==> config.mk <==
export PLATFORM = sky130hd
export DESIGN_NAME = mips32_mem_reader_flat
export DESIGN_NICKNAME = d
export VERILOG_FILES = /design/src/rtl/mips32_mem_reader_if.sv /design/src/rtl/mips32_mem_reader.sv /design/src/flat_wrapper.sv
export SDC_FILE = /design/constraint.sdc
export NUM_CORES = 1
export LEC_CHECK = 0
export CAP_MARGIN = 20
export CORE_ASPECT_RATIO = 2
export CORE_MARGIN = 2
export CORE_UTILIZATION = 51
export DETAILED_ROUTE_END_ITERATION = 10
export GPL_TIMING_DRIVEN = 0
export PLACE_DENSITY = 0.83
export SLEW_MARGIN = 40
export SYNTH_ARGS = -nofsm -noshare
export SYNTH_HDL_FRONTEND = slang
export SYNTH_SLANG_ARGS = --single-unit
==> constraint.sdc <==
create_clock -name clk1 -period 6.6 [get_ports clk1]
set_input_delay 1.32 -clock clk1 [delete_from_list [all_inputs] [get_ports clk1]]
set_output_delay 1.32 -clock clk1 [all_outputs]
set_load 0.01 [all_outputs]
==> src/rtl/mips32_mem_reader_if.sv <==
// mips32_mem_reader_if
// Groups the request, memory-read and output-stream signals of the
// memory dump reader so they travel as one bundle.
//   start/base_addr/count : dump request (driven by the requester)
//   mem_rd_en/mem_addr    : read strobe and word address to the data memory
//   mem_rd_data           : registered memory data, valid the cycle after mem_rd_en
//   out_valid/out_ready   : output word handshake
//   out_data/out_addr     : dumped word and the address it came from
//   out_last              : final word of the dump
//   busy/done             : activity flag and completion pulse
// modport slave  : the reader itself
// modport master : the environment (requester, memory, downstream sink)
interface mips32_mem_reader_if #(
    parameter int ADDR_W = 10,
    parameter int DATA_W = 32
);
    logic              start;
    logic [ADDR_W-1:0] base_addr;
    logic [ADDR_W:0]   count;
    logic              mem_rd_en;
    logic [ADDR_W-1:0] mem_addr;
    logic [DATA_W-1:0] mem_rd_data;
    logic              out_valid;
    logic              out_ready;
    logic [DATA_W-1:0] out_data;
    logic [ADDR_W-1:0] out_addr;
    logic              out_last;
    logic              busy;
    logic              done;

    modport slave (
        input  start, base_addr, count, mem_rd_data, out_ready,
        output mem_rd_en, mem_addr, out_valid, out_data, out_addr, out_last,
               busy, done
    );

    modport master (
        output start, base_addr, count, mem_rd_data, out_ready,
        input  mem_rd_en, mem_addr, out_valid, out_data, out_addr, out_last,
               busy, done
    );
endinterface

==> src/rtl/mips32_mem_reader.sv <==
// mips32_mem_reader
// Dumps a contiguous block of data-memory words onto a valid/ready stream.
// A start pulse in IDLE latches the first word address and the word count;
// each word is read (one strobe), captured, then offered downstream until
// accepted. The address wraps modulo 2^ADDR_W, so a full-size count visits
// every address exactly once from any base.
//
// Ports:
//   clk1   : sole clock, rising edge
//   reset  : asynchronous, active-high; clears state and every output
//   bus    : mips32_mem_reader_if.slave (request, memory port, output stream)
//
// state | meaning
// IDLE  | waiting for start; outputs quiet, busy low
// REQ   | mem_rd_en high for one cycle at the current address
// CAP   | memory data arrives; capture word, address and last flag
// SEND  | out_valid high; word held stable until out_ready
// FIN   | done pulse, then back to IDLE
module mips32_mem_reader #(
    parameter int ADDR_W = 10,
    parameter int DATA_W = 32
) (
    input  logic                  clk1,
    input  logic                  reset,
    mips32_mem_reader_if.slave    bus
);

    typedef enum logic [2:0] {
        IDLE = 3'd0,
        REQ  = 3'd1,
        CAP  = 3'd2,
        SEND = 3'd3,
        FIN  = 3'd4
    } state_t;

    localparam logic [ADDR_W:0] REM_ONE = {{ADDR_W{1'b0}}, 1'b1};

    state_t            state;
    logic [ADDR_W-1:0] addr_cnt;
    logic [ADDR_W:0]   remaining;

    logic              mem_rd_en_r;
    logic [ADDR_W-1:0] mem_addr_r;
    logic              out_valid_r;
    logic [DATA_W-1:0] out_data_r;
    logic [ADDR_W-1:0] out_addr_r;
    logic              out_last_r;
    logic              busy_r;
    logic              done_r;

    // All outputs are registered and follow the state they belong to:
    // each transition sets up the outputs of the state being entered.
    always_ff @(posedge clk1 or posedge reset) begin
        if (reset) begin
            state       <= IDLE;
            addr_cnt    <= '0;
            remaining   <= '0;
            mem_rd_en_r <= 1'b0;
            mem_addr_r  <= '0;
            out_valid_r <= 1'b0;
            out_data_r  <= '0;
            out_addr_r  <= '0;
            out_last_r  <= 1'b0;
            busy_r      <= 1'b0;
            done_r      <= 1'b0;
        end else begin
            done_r <= 1'b0;
            case (state)
                IDLE: begin
                    if (bus.start) begin
                        busy_r <= 1'b1;
                        if (bus.count != '0) begin
                            state       <= REQ;
                            addr_cnt    <= bus.base_addr;
                            remaining   <= bus.count;
                            mem_rd_en_r <= 1'b1;
                            mem_addr_r  <= bus.base_addr;
                        end else begin
                            // Empty dump: no read, no word, just completion.
                            state  <= FIN;
                            done_r <= 1'b1;
                        end
                    end
                end

                REQ: begin
                    // mem_addr keeps its value; only the strobe drops.
                    mem_rd_en_r <= 1'b0;
                    state       <= CAP;
                end

                CAP: begin
                    out_data_r  <= bus.mem_rd_data;
                    out_addr_r  <= addr_cnt;
                    out_last_r  <= (remaining == REM_ONE);
                    out_valid_r <= 1'b1;
                    state       <= SEND;
                end

                SEND: begin
                    if (bus.out_ready) begin
                        out_valid_r <= 1'b0;
                        remaining   <= remaining - 1'b1;
                        // Natural ADDR_W-bit overflow gives the wrap to 0.
                        addr_cnt    <= addr_cnt + 1'b1;
                        if (out_last_r) begin
                            state  <= FIN;
                            done_r <= 1'b1;
                        end else begin
                            state       <= REQ;
                            mem_rd_en_r <= 1'b1;
                            mem_addr_r  <= addr_cnt + 1'b1;
                        end
                    end
                end

                FIN: begin
                    busy_r <= 1'b0;
                    state  <= IDLE;
                end

                default: begin
                    state       <= IDLE;
                    mem_rd_en_r <= 1'b0;
                    out_valid_r <= 1'b0;
                    busy_r      <= 1'b0;
                end
            endcase
        end
    end

    assign bus.mem_rd_en = mem_rd_en_r;
    assign bus.mem_addr  = mem_addr_r;
    assign bus.out_valid = out_valid_r;
    assign bus.out_data  = out_data_r;
    assign bus.out_addr  = out_addr_r;
    assign bus.out_last  = out_last_r;
    assign bus.busy      = busy_r;
    assign bus.done      = done_r;

endmodule

==> src/flat_wrapper.sv <==
// flat-port wrapper written by rule: the top's interface ports become plain ports
module mips32_mem_reader_flat 
#(
    parameter int ADDR_W = 10,
    parameter int DATA_W = 32
)
  (clk1, reset, bus_start, bus_base_addr, bus_count, bus_mem_rd_data, bus_out_ready, bus_mem_rd_en, bus_mem_addr, bus_out_valid, bus_out_data, bus_out_addr, bus_out_last, bus_busy, bus_done);
  mips32_mem_reader_if #(.ADDR_W(ADDR_W), .DATA_W(DATA_W)) bus_i ();
  input  logic clk1;
  input  logic reset;
  input wire logic [$bits(bus_i.start)-1:0] bus_start;
  input wire logic [$bits(bus_i.base_addr)-1:0] bus_base_addr;
  input wire logic [$bits(bus_i.count)-1:0] bus_count;
  input wire logic [$bits(bus_i.mem_rd_data)-1:0] bus_mem_rd_data;
  input wire logic [$bits(bus_i.out_ready)-1:0] bus_out_ready;
  output wire logic [$bits(bus_i.mem_rd_en)-1:0] bus_mem_rd_en;
  output wire logic [$bits(bus_i.mem_addr)-1:0] bus_mem_addr;
  output wire logic [$bits(bus_i.out_valid)-1:0] bus_out_valid;
  output wire logic [$bits(bus_i.out_data)-1:0] bus_out_data;
  output wire logic [$bits(bus_i.out_addr)-1:0] bus_out_addr;
  output wire logic [$bits(bus_i.out_last)-1:0] bus_out_last;
  output wire logic [$bits(bus_i.busy)-1:0] bus_busy;
  output wire logic [$bits(bus_i.done)-1:0] bus_done;
  assign bus_i.start = bus_start;
  assign bus_i.base_addr = bus_base_addr;
  assign bus_i.count = bus_count;
  assign bus_i.mem_rd_data = bus_mem_rd_data;
  assign bus_i.out_ready = bus_out_ready;
  assign bus_mem_rd_en = bus_i.mem_rd_en;
  assign bus_mem_addr = bus_i.mem_addr;
  assign bus_out_valid = bus_i.out_valid;
  assign bus_out_data = bus_i.out_data;
  assign bus_out_addr = bus_i.out_addr;
  assign bus_out_last = bus_i.out_last;
  assign bus_busy = bus_i.busy;
  assign bus_done = bus_i.done;
  mips32_mem_reader #(.ADDR_W(ADDR_W), .DATA_W(DATA_W)) u_core (.clk1(clk1), .reset(reset), .bus(bus_i));
endmodule
==> summary.md, run 1 <==
| Metric | Value |
|---|---|
| Max FO, Critical Path | 10 |
| Maximum capacitance violations | 0 |
| CTS tree | built |
| HPWL after DPL | 7.68 mm |
| R2r startpoint | u_core.state[2] |
| Core area | 0.00727 mm² |
| Clk_skew | 6.88 ps |
| IO Pins | 114 |
| Post-synth ARST share | 100% |
| Initial Util | 53.0% |
| Design Area, Final | 0.00545 mm² |
| Leakage | 2.21 nW |
| First-pass GRT wire length | 16.8 mm |
| Worst hold path type | reg -> reg |
| Gate power share | 48.6% |
| P_sw | 1.03 mW |
| CP Depth | 5 |
| Top cells by area, synth | dfrtp_1 53%, mux2_2 16%, a31oi_1 3.2% |
| Chip Width | 65.4 µm |
| Final GP Congestion | 0.904 |
| Antenna Violating Nets Remaining | 0 |
| Crit path DAT | 3480 ps |
| CTS buffer count | 9 |
| Post-Syn Nets | 393 |
| HP Start | u_core.bus.out_data[31] |
| IO Port Bufs | 113 |
| Hold buffers post-CTS | 0 |
| Final nets | 518 |
| Crit start category | input pin |
| Critical Path End Type | flip-flop |
| GRT Total Usage | 26.7% |
| R2R cell count | 6 |
| Critical path data required time | 6820 ps |
| Worst slack, placed | 3020 ps |
| Initial DRC Count | 240 |
| Setup ws final | 3340 ps |
| CP Buf/Inv Count | 1 |
| Synth Instances | 333 |
| Cell taking the most area after synthesis | dfrtp_1 |
| Synthesized area | 0.00385 mm² |
| Via/cell ratio | 5.90 |
| DIE HEIGHT | 127 µm |
| H-tree Lvls | 3 |
| Minimum clock period | 3260 ps |
| Critical-path top delay cell | o311ai_4 |
| Share of the synthesized area in the top cell type | 52.6% |
| Final hold viol count | 0 |
| Max Slew Vio Count | 0 |
| Largest net degree at the start of global routing | 62 |
| CTS sink cnt | 81 |
| Postcts setup bufs | 0 |
| Seq/Total Area, Yosys | 52.6% |
| RSZ-0062 raised after global routing | false |
| Post-Syn Area per Cell | 11.6 µm² |
| Full die area | 0.00830 mm² |
| Worst setup path class | in -> reg |
| Max Fclk | 306 MHz |
| Sequential power share | 32.6% |
| Post-DP Area | 0.00513 mm² |
| CP endpoint | u_core.bus.mem_addr[4] |
| Fraction of layout cells with a size suffix above 1 | 21.0% |
| Worst reg-to-reg setup slack | 4420 ps |
| Sw Ratio | 36.1% |
| Relative slew slack | 53.5% |
| Setup crit start | bus_count[6] |
| Antenna cells | 0 |
| Synthesized flop and latch total | 81 |
| Clk pin slew, worst setup/hold paths | 60 ps |
| Slew at the pin closest to its max-slew limit | 695 ps |
| Delay-heaviest family, CP | simple AND/OR/NAND/NOR gates |
| Clock share of power | 18.8% |
| First drt pass iteration count | 4 |
| Worst-Skew Late Latency | 340 ps |
| Critical path, cell by cell | clkdlybuf4s50_1 > nor3_2 > nand3_2 > o311ai_4 > mux2_2 |
| Int Pwr | 1.82 mW |
| Synth Flop Type | dfrtp_1 |
| FF-to-FF End | u_core.addr_cnt[2] |
| Number of vias after detailed routing | 3276 |
| Per-cell routed wire length | 18.8 µm |
| Final setup viols | 0 |
| Remaining DRCs | 0 |
| Clock Path Buffers | 2 |
| PD cells | 523 mW/mm² |
| Period utilization | 49.5% |
| Final setup TNS | 0 ps |
| Peak VDD IR | 0.285 mV |
| GRT Residual Overflow | 0 |
| Clock Tree Root | clkbuf_16 |
| Layout area overhead | 41.6% |
| Final wirelength | 10.4 mm |
| Ys Warns | 0 |
| Antenna violations before repair | 0 |
| Status | finished clean |
| Vias in the first global route | 3495 |
| FILL cells | 545 |
| Crit-path max cell delay | 630 ps |
| PostCTS Resize Cnt | 0 |
| Synth cell types | 51 |
| Std-Cell Rows | 44 |
| Post-synth EDFFs | 0 |
[metal layers]
metal	global-route usage (%)	vias to the layer above	share of wire, %
li1	-	1488	-
met4	17.6	0	4.9
met2	47.3	138	56
met5	0	-	0
met1	27.0	1615	34
met3	5.85	35	5.0
[registers in the layout, summed over array words and instances, names as in the netlist]
register and flops:
u_core.state 3, u_core.bus.out_valid 1, u_core.remaining 11, u_core.addr_cnt 10
u_core.bus.mem_addr 10, u_core.bus.out_addr 10, u_core.bus.out_data 32, u_core.bus.out_last 1
u_core.bus.mem_rd_en 1, u_core.bus.done 1, u_core.bus.busy 1
[stage by stage]
| stage | utilization (%) | total power [mW] | instances | hold WS (ps) |
|---|---|---|---|---|
| 2_1_floorplan | - | 1.69 | 333 | 504 |
| 3_3_place_gp | 70.1 | 2.25 | 538 | 488 |
| 3_5_place_dp | 70.6 | 2.31 | 539 | 494 |
| 4_1_cts | 75.0 | 2.87 | 555 | 508 |
| 5_1_grt | 75.0 | 3.02 | 555 | 515 |
| 6_report | 75.0 | 2.85 | 555 | 505 |
[synthesized netlist by cell type, drive strengths merged (2+ instances only)]
| cell | instances |
|---|---|
| xnor2 | 2 |
| nand2b | 5 |
| a21oi | 19 |
| mux2 | 56 |
| o21ai | 20 |
| dfrtp | 81 |
| nor4 | 3 |
| o211ai | 2 |
| buf | 13 |
| a31oi | 20 |
| ha | 3 |
| nor3b | 2 |
| nor3 | 4 |
| o32ai | 4 |
| o31ai | 2 |
| clkbuf | 6 |
| a41o | 2 |
| o22ai | 2 |
| or3 | 5 |
| nor2 | 12 |
| o41ai | 2 |
| nand2 | 16 |
| nand4 | 5 |
| inv | 12 |
| o2bb2ai | 2 |
| or4 | 3 |
| nand3 | 13 |
[power groups by stage]
stage / Sequential, mW / Clock (mW) / Combinational (mW)
floorplan: 0.981 / 0 / 0.714
CTS: 0.931 / 0.545 / 1.39
detailed placement: 0.936 / 0 / 1.37
global route: 0.964 / 0.562 / 1.49
global placement: 0.919 / 0 / 1.34
finish: 0.931 / 0.535 / 1.39
[cells in the final DEF, fill, tap and decap left out, types with 5 or more instances in the layout]
cell type	instances
mux2_2	56
nand2b_1	5
clkdlybuf4s50_1	113
dfrtp_1	81
clkbuf_1	6
nand2_1	16
or3_1	5
buf_2	12
a31oi_1	20
clkbuf_16	9
nor2_1	12
nand3_1	12
inv_1	11
o21ai_0	20
a21oi_1	18
[final cells by class]
type,count,area (µm²),area share (%)
tap,92,115,2.11
clock inverter,5,78.8,1.45
sequential,81,2030,37.2
inverter,12,50.0,0.918
buffer,19,91.3,1.68
multi-input combinational,221,1690,31.0
clock buffer,11,243,4.45
timing repair buffer,114,1160,21.3
[how the worst min path moves through the flow]
stage / endpoint / cells after the start / slack [ps]
2_1_floorplan: u_core.remaining[8] / 2 / 500
3_3_place_gp: u_core.bus.out_data[2] / 1 / 490
3_5_place_dp: u_core.bus.out_data[27] / 1 / 490
4_1_cts: u_core.bus.out_data[27] / 1 / 510
5_1_grt: u_core.bus.out_data[27] / 1 / 520
6_report: u_core.bus.out_data[31] / 1 / 510
[kinds of logic after synthesis]
kind of cell             after synthesis  synth area share [%]
XOR/XNOR                               2                 0.455
flip-flops                            81                  52.6
AO/OA/AOI/OAI                         82                  13.8
AND/OR/NAND/NOR                       77                  11.9
buffers and inverters                 31                  3.54
adder cells (fa/ha/maj)                3                 0.975
multiplexers                          57                  16.6
Power figures use the tool's default switching activity.
==> run 2: changes to the inputs <==
--- a/config.mk
+++ b/config.mk
@@ -8,10 +8,10 @@
 export CAP_MARGIN = 20
 export CORE_ASPECT_RATIO = 2
 export CORE_MARGIN = 2
-export CORE_UTILIZATION = 51
+export CORE_UTILIZATION = 43
 export DETAILED_ROUTE_END_ITERATION = 10
 export GPL_TIMING_DRIVEN = 0
-export PLACE_DENSITY = 0.83
+export PLACE_DENSITY = 0.75
 export SLEW_MARGIN = 40
 export SYNTH_ARGS = -nofsm -noshare
 export SYNTH_HDL_FRONTEND = slang
==> constraint.sdc (replaced) <==
create_clock -name clk1 -period 2.8 [get_ports clk1]
set_input_delay 0.56 -clock clk1 [delete_from_list [all_inputs] [get_ports clk1]]
set_output_delay 0.56 -clock clk1 [all_outputs]
set_load 0.01 [all_outputs]
==> summary.md, run 2 (synthesized netlist as in run 1, its figures left out) <==
| Metric | Value |
|---|---|
| Status | finished clean |
| Largest net degree at the start of global routing | 47 |
| H-tree Lvls | 3 |
| Layout Cells excl Fill | 563 |
| Core area | 0.00865 mm² |
| Critical Path End Type | flip-flop |
| Hold Path Sink | u_core.bus.mem_addr[0] |
| Layout area overhead | 40.6% |
| Postcts setup bufs | 0 |
| Leakage | 2.19 nW |
| Full die area | 0.00978 mm² |
| CTS tree | built |
| IO Pins | 114 |
| Fraction of layout cells with a size suffix above 1 | 20.7% |
| R2R cell count | 5 |
| Antenna violations before repair | 0 |
| Max FO, Critical Path | 10 |
| Hold buffers post-CTS | 0 |
| GRT Total Usage | 21.6% |
| Fin util | 62.6% |
| Max Slew Vio Count | 0 |
| Crit start category | input pin |
| CTS sink cnt | 81 |
| Peak VDD IR | 0.645 mV |
| Worst setup path class | in -> reg |
| Clock Path Buffers | 2 |
| Antenna cells | 0 |
| PostCTS Resize Cnt | 0 |
| Vias in the first global route | 3392 |
| Final wirelength | 10.3 mm |
| GRT Residual Overflow | 0 |
| Slew at the pin closest to its max-slew limit | 702 ps |
| Crit path DAT | 2730 ps |
| DIE HEIGHT | 138 µm |
| Maximum capacitance violations | 0 |
| Via/cell ratio | 5.74 |
| CTS buffer count | 9 |
| Clk_skew | 7.56 ps |
| Period utilization | 90.0% |
| Worst hold path type | reg -> reg |
| Tot Pwr | 6.52 mW |
| R2r startpoint | u_core.state[2] |
| PD cells | 1200 mW/mm² |
| Clk pin slew, worst setup/hold paths | 60 ps |
| HPWL after DPL | 7.64 mm |
| Minimum clock period | 2520 ps |
| Commonest non-fill, non-tap cell in the layout | clkdlybuf4s50_1 |
| Final setup TNS | 0 ps |
| FILL cells | 704 |
| Worst reg-to-reg setup slack | 640 ps |
| Number of vias after detailed routing | 3232 |
| Antenna Violating Nets Remaining | 0 |
| Commonest cells after routing, fill and taps aside | 113 x clkdlybuf4s50_1, 81 x dfrtp_1, 56 x mux2_2 |
| Worst hold path cell count | 1 |
| Std-Cell Rows | 48 |
| Remaining DRCs | 0 |
| Relative slew slack | 53.1% |
| Final hold viol count | 0 |
| Initial Util | 44.5% |
| First-pass GRT wire length | 16.4 mm |
| Final setup viols | 0 |
| IO Port Bufs | 113 |
| Worst-Skew Late Latency | 330 ps |
| First drt pass iteration count | 4 |
| Critical path data required time | 3010 ps |
| FF-to-FF End | u_core.bus.out_addr[1] |
| Per-cell routed wire length | 18.4 µm |
| Final nets | 518 |
| Clock Tree Root | clkbuf_16 |
| Worst hold slack | 504 ps |
| Final GP Congestion | 0.882 |
| HP Start | u_core.bus.mem_addr[0] |
| Cells after DPL | 547 |
| RSZ-0062 raised after global routing | false |
| Max Fclk | 397 MHz |
| Chip Width | 70.9 µm |
| Max reg flops | 32 |
| Initial DRC Count | 188 |
run 2: stage by stage:
| stage | cell area [µm²] | worst slack (ps) |
|---|---|---|
| 2_1_floorplan | 3850 | 160 |
| 3_3_place_gp | 5110 | -1180 |
| 3_5_place_dp | 5140 | -69.5 |
| 4_1_cts | 5420 | 273 |
| 5_1_grt | 5420 | 190 |
| 6_report | 5420 | 281 |
run 2: worst max-delay path by stage:
stage	from	endpoint	cells past startpoint
2_1_floorplan	reset	u_core.addr_cnt[0]	1
3_3_place_gp	reset	u_core.bus.mem_addr[3]	2
3_5_place_dp	bus_count[5]	u_core.bus.mem_addr[8]	5
4_1_cts	bus_count[5]	u_core.bus.mem_addr[8]	5
5_1_grt	bus_count[5]	u_core.bus.mem_addr[8]	5
6_report	bus_count[5]	u_core.bus.mem_addr[8]	5
run 2: worst max-delay path, stage by stage:
cell and delay, ps:
clkdlybuf4s50_1 460, nor4_4 410, nand3_2 220, o311ai_4 640, mux2_2 420
run 2: cell type report:
type	instances	area [µm²]	area share [%]
Multi-Input combinational cell	221	1690	31.2
Buffer	19	91.3	1.69
Tap cell	100	125	2.31
Inverter	12	50.0	0.924
Sequential cell	81	2030	37.4
Clock buffer	13	260	4.81
Clock inverter	3	15.0	0.277
Timing Repair Buffer	114	1160	21.4
run 2: layer usage:
layer,up-vias,share of wire [%],routed length [µm],global-route usage (%)
met5,-,0,0,0
met1,1601,37,3790,23.4
met4,0,2.1,220,10.9
met2,128,55,5730,38.4
met3,17,5.7,593,5.56
li1,1486,-,-,-
run 2: report_power, final:
group          internal [mW]  switching (mW)  leakage (nW)  total [mW]
combinational           1.73            1.50          1.11        3.23
sequential              1.76           0.439         0.939        2.20
clock                  0.645           0.442         0.139        1.09
==> run 3: changes to the inputs <==
--- a/config.mk
+++ b/config.mk
@@ -8,10 +8,12 @@
 export CAP_MARGIN = 20
 export CORE_ASPECT_RATIO = 2
 export CORE_MARGIN = 2
-export CORE_UTILIZATION = 43
+export CORE_UTILIZATION = 57
 export DETAILED_ROUTE_END_ITERATION = 10
+export DONT_BUFFER_PORTS = 1
 export GPL_TIMING_DRIVEN = 0
-export PLACE_DENSITY = 0.75
+export PLACE_DENSITY = 0.73
+export SKIP_LAST_GASP = 1
 export SLEW_MARGIN = 40
 export SYNTH_ARGS = -nofsm -noshare
 export SYNTH_HDL_FRONTEND = slang
==> summary.md, run 3 (synthesized netlist as in run 1, its figures left out) <==
| Metric | Value |
|---|---|
| RSZ-0062 raised after global routing | false |
| Max FO, Critical Path | 10 |
| Final wirelength | 8.65 mm |
| CTS buffer count | 9 |
| Critical Path End Type | flip-flop |
| Crit path DAT | 2350 ps |
| Slew at the pin closest to its max-slew limit | 697 ps |
| PostCTS Resize Cnt | 0 |
| Core area | 0.00657 mm² |
| Std-Cell Rows | 42 |
| IO Pins | 114 |
| Postcts setup bufs | 0 |
| Via/cell ratio | 6.32 |
| Clock Path Buffers | 2 |
| Setup ws final | 673 ps |
| GRT Total Usage | 24.1% |
| Layout area overhead | 12.0% |
| Final setup viols | 0 |
| Design Area, Final | 0.00431 mm² |
| Antenna Violating Nets Remaining | 0 |
| Minimum clock period | 2130 ps |
| Remaining DRCs | 0 |
| Vias in the first global route | 2785 |
| Worst setup path class | reg -> reg |
| Full die area | 0.00747 mm² |
| Clk_skew | 6.68 ps |
| CTS tree | built |
| Per-cell routed wire length | 19.7 µm |
| Worst slack, placed | 467 ps |
| Relative slew slack | 53.4% |
| Post-DP Area | 0.00399 mm² |
| Worst reg-to-reg setup slack | 670 ps |
| IO Port Bufs | 0 |
| Critical path data required time | 3020 ps |
| Final GP Congestion | 0.923 |
| Clock Tree Root | clkbuf_16 |
| Chip Width | 62.1 µm |
| CTS sink cnt | 81 |
| Max reg flops | 32 |
| Crit start category | flip-flop |
| Max Slew Vio Count | 0 |
| Worst hold path type | in -> async |
| HPWL after DPL | 6.21 mm |
| Tot Pwr | 5.78 mW |
| Fraction of layout cells with a size suffix above 1 | 28.0% |
| Status | finished clean |
| Commonest cells after routing, fill and taps aside | 81 x dfrtp_1, 56 x mux2_2, 20 x o21ai_0, 20 x a31oi_1, 18 x a21oi_1 |
| Initial DRC Count | 177 |
| R2R cell count | 6 |
| Leakage | 1.76 nW |
| Clk pin slew, worst setup/hold paths | 70 ps |
| Fin util | 65.7% |
| Largest net degree at the start of global routing | 44 |
| Initial Util | 58.6% |
| Commonest non-fill, non-tap cell in the layout | dfrtp_1 |
| First-pass GRT wire length | 13.8 mm |
| Number of vias after detailed routing | 2767 |
| Antenna violations before repair | 0 |
| R2r startpoint | u_core.state[2] |
| First drt pass iteration count | 4 |
| H-tree Lvls | 3 |
| Antenna cells | 0 |
| Final hold viol count | 0 |
| FILL cells | 526 |
| Max Fclk | 470 MHz |
| FF-to-FF End | u_core.addr_cnt[2] |
| Final nets | 405 |
| DIE HEIGHT | 120 µm |
| Maximum capacitance violations | 0 |
| PD cells | 1340 mW/mm² |
| GRT Residual Overflow | 0 |
| Period utilization | 76.0% |
| Peak VDD IR | 0.699 mV |
| Hold buffers post-CTS | 0 |
| Worst-Skew Late Latency | 340 ps |
run 3: cell types whose count changed in the layout (fill, tap and decap cells not counted), sizes merged:
| cell | previous run | this run |
|---|---|---|
| clkbuf | 19 | 15 |
| clkinv | 3 | 1 |
| bufinv | 0 | 2 |
| clkdlybuf4s50 | 113 | 0 |
| clkinvlp | 0 | 1 |
| inv | 12 | 15 |
run 3: layer usage:
layer / up-vias / part of all wire [%] / track usage, %
li1: 1271 / - / -
met1: 1362 / 37 / 27.5
met2: 121 / 54 / 42.4
met3: 13 / 6.7 / 5.12
met4: 0 / 2.5 / 11.9
met5: - / 0 / 0
run 3: worst max path at each step:
stage,to,cells past startpoint,slack [ps],from
final,u_core.addr_cnt[2],6,670,u_core.state[2]
after global routing,u_core.bus.out_addr[8],5,550,u_core.state[2]
after CTS,u_core.bus.out_addr[8],5,690,u_core.state[2]
after detailed placement,u_core.bus.mem_addr[0],4,470,bus_count[6]
after global placement,u_core.bus.mem_addr[1],1,-590,reset
after floorplan,u_core.addr_cnt[0],1,160,reset
run 3: worst max-delay path: stages, from the launching register on:
cell	delay, ps
dfrtp_1	360
clkbuf_2	160
nand3b_1	390
nand4_2	340
clkbuf_1	420
o211ai_1	170
o2bb2ai_1	170
run 3: final cells by class:
class | instances | area [µm²] | share of cell area, %
repair buffers | 1 | 20.0 | 0.464
plain buffers | 19 | 91.3 | 2.12
multi-input cells | 221 | 1690 | 39.1
flip-flops and latches | 81 | 2030 | 47.0
well taps | 88 | 110 | 2.55
inverters | 12 | 50.0 | 1.16
clock inverters | 7 | 101 | 2.35
clock buffers | 9 | 225 | 5.22
run 3: through the flow:
step | TNS, ps | cells | hold slack (ps)
global placement | -47540 | 421 | 529
detailed placement | 0 | 422 | 438
finish | 0 | 438 | 66.3
CTS | 0 | 438 | 76.1
floorplan | 0 | 333 | 504
global route | 0 | 438 | 102
run 3: power by group:
group	leakage [nW]	internal, mW	switching (mW)
Clock	0.158	0.791	0.485
Sequential	0.939	1.76	0.673
Combinational	0.664	0.996	1.08
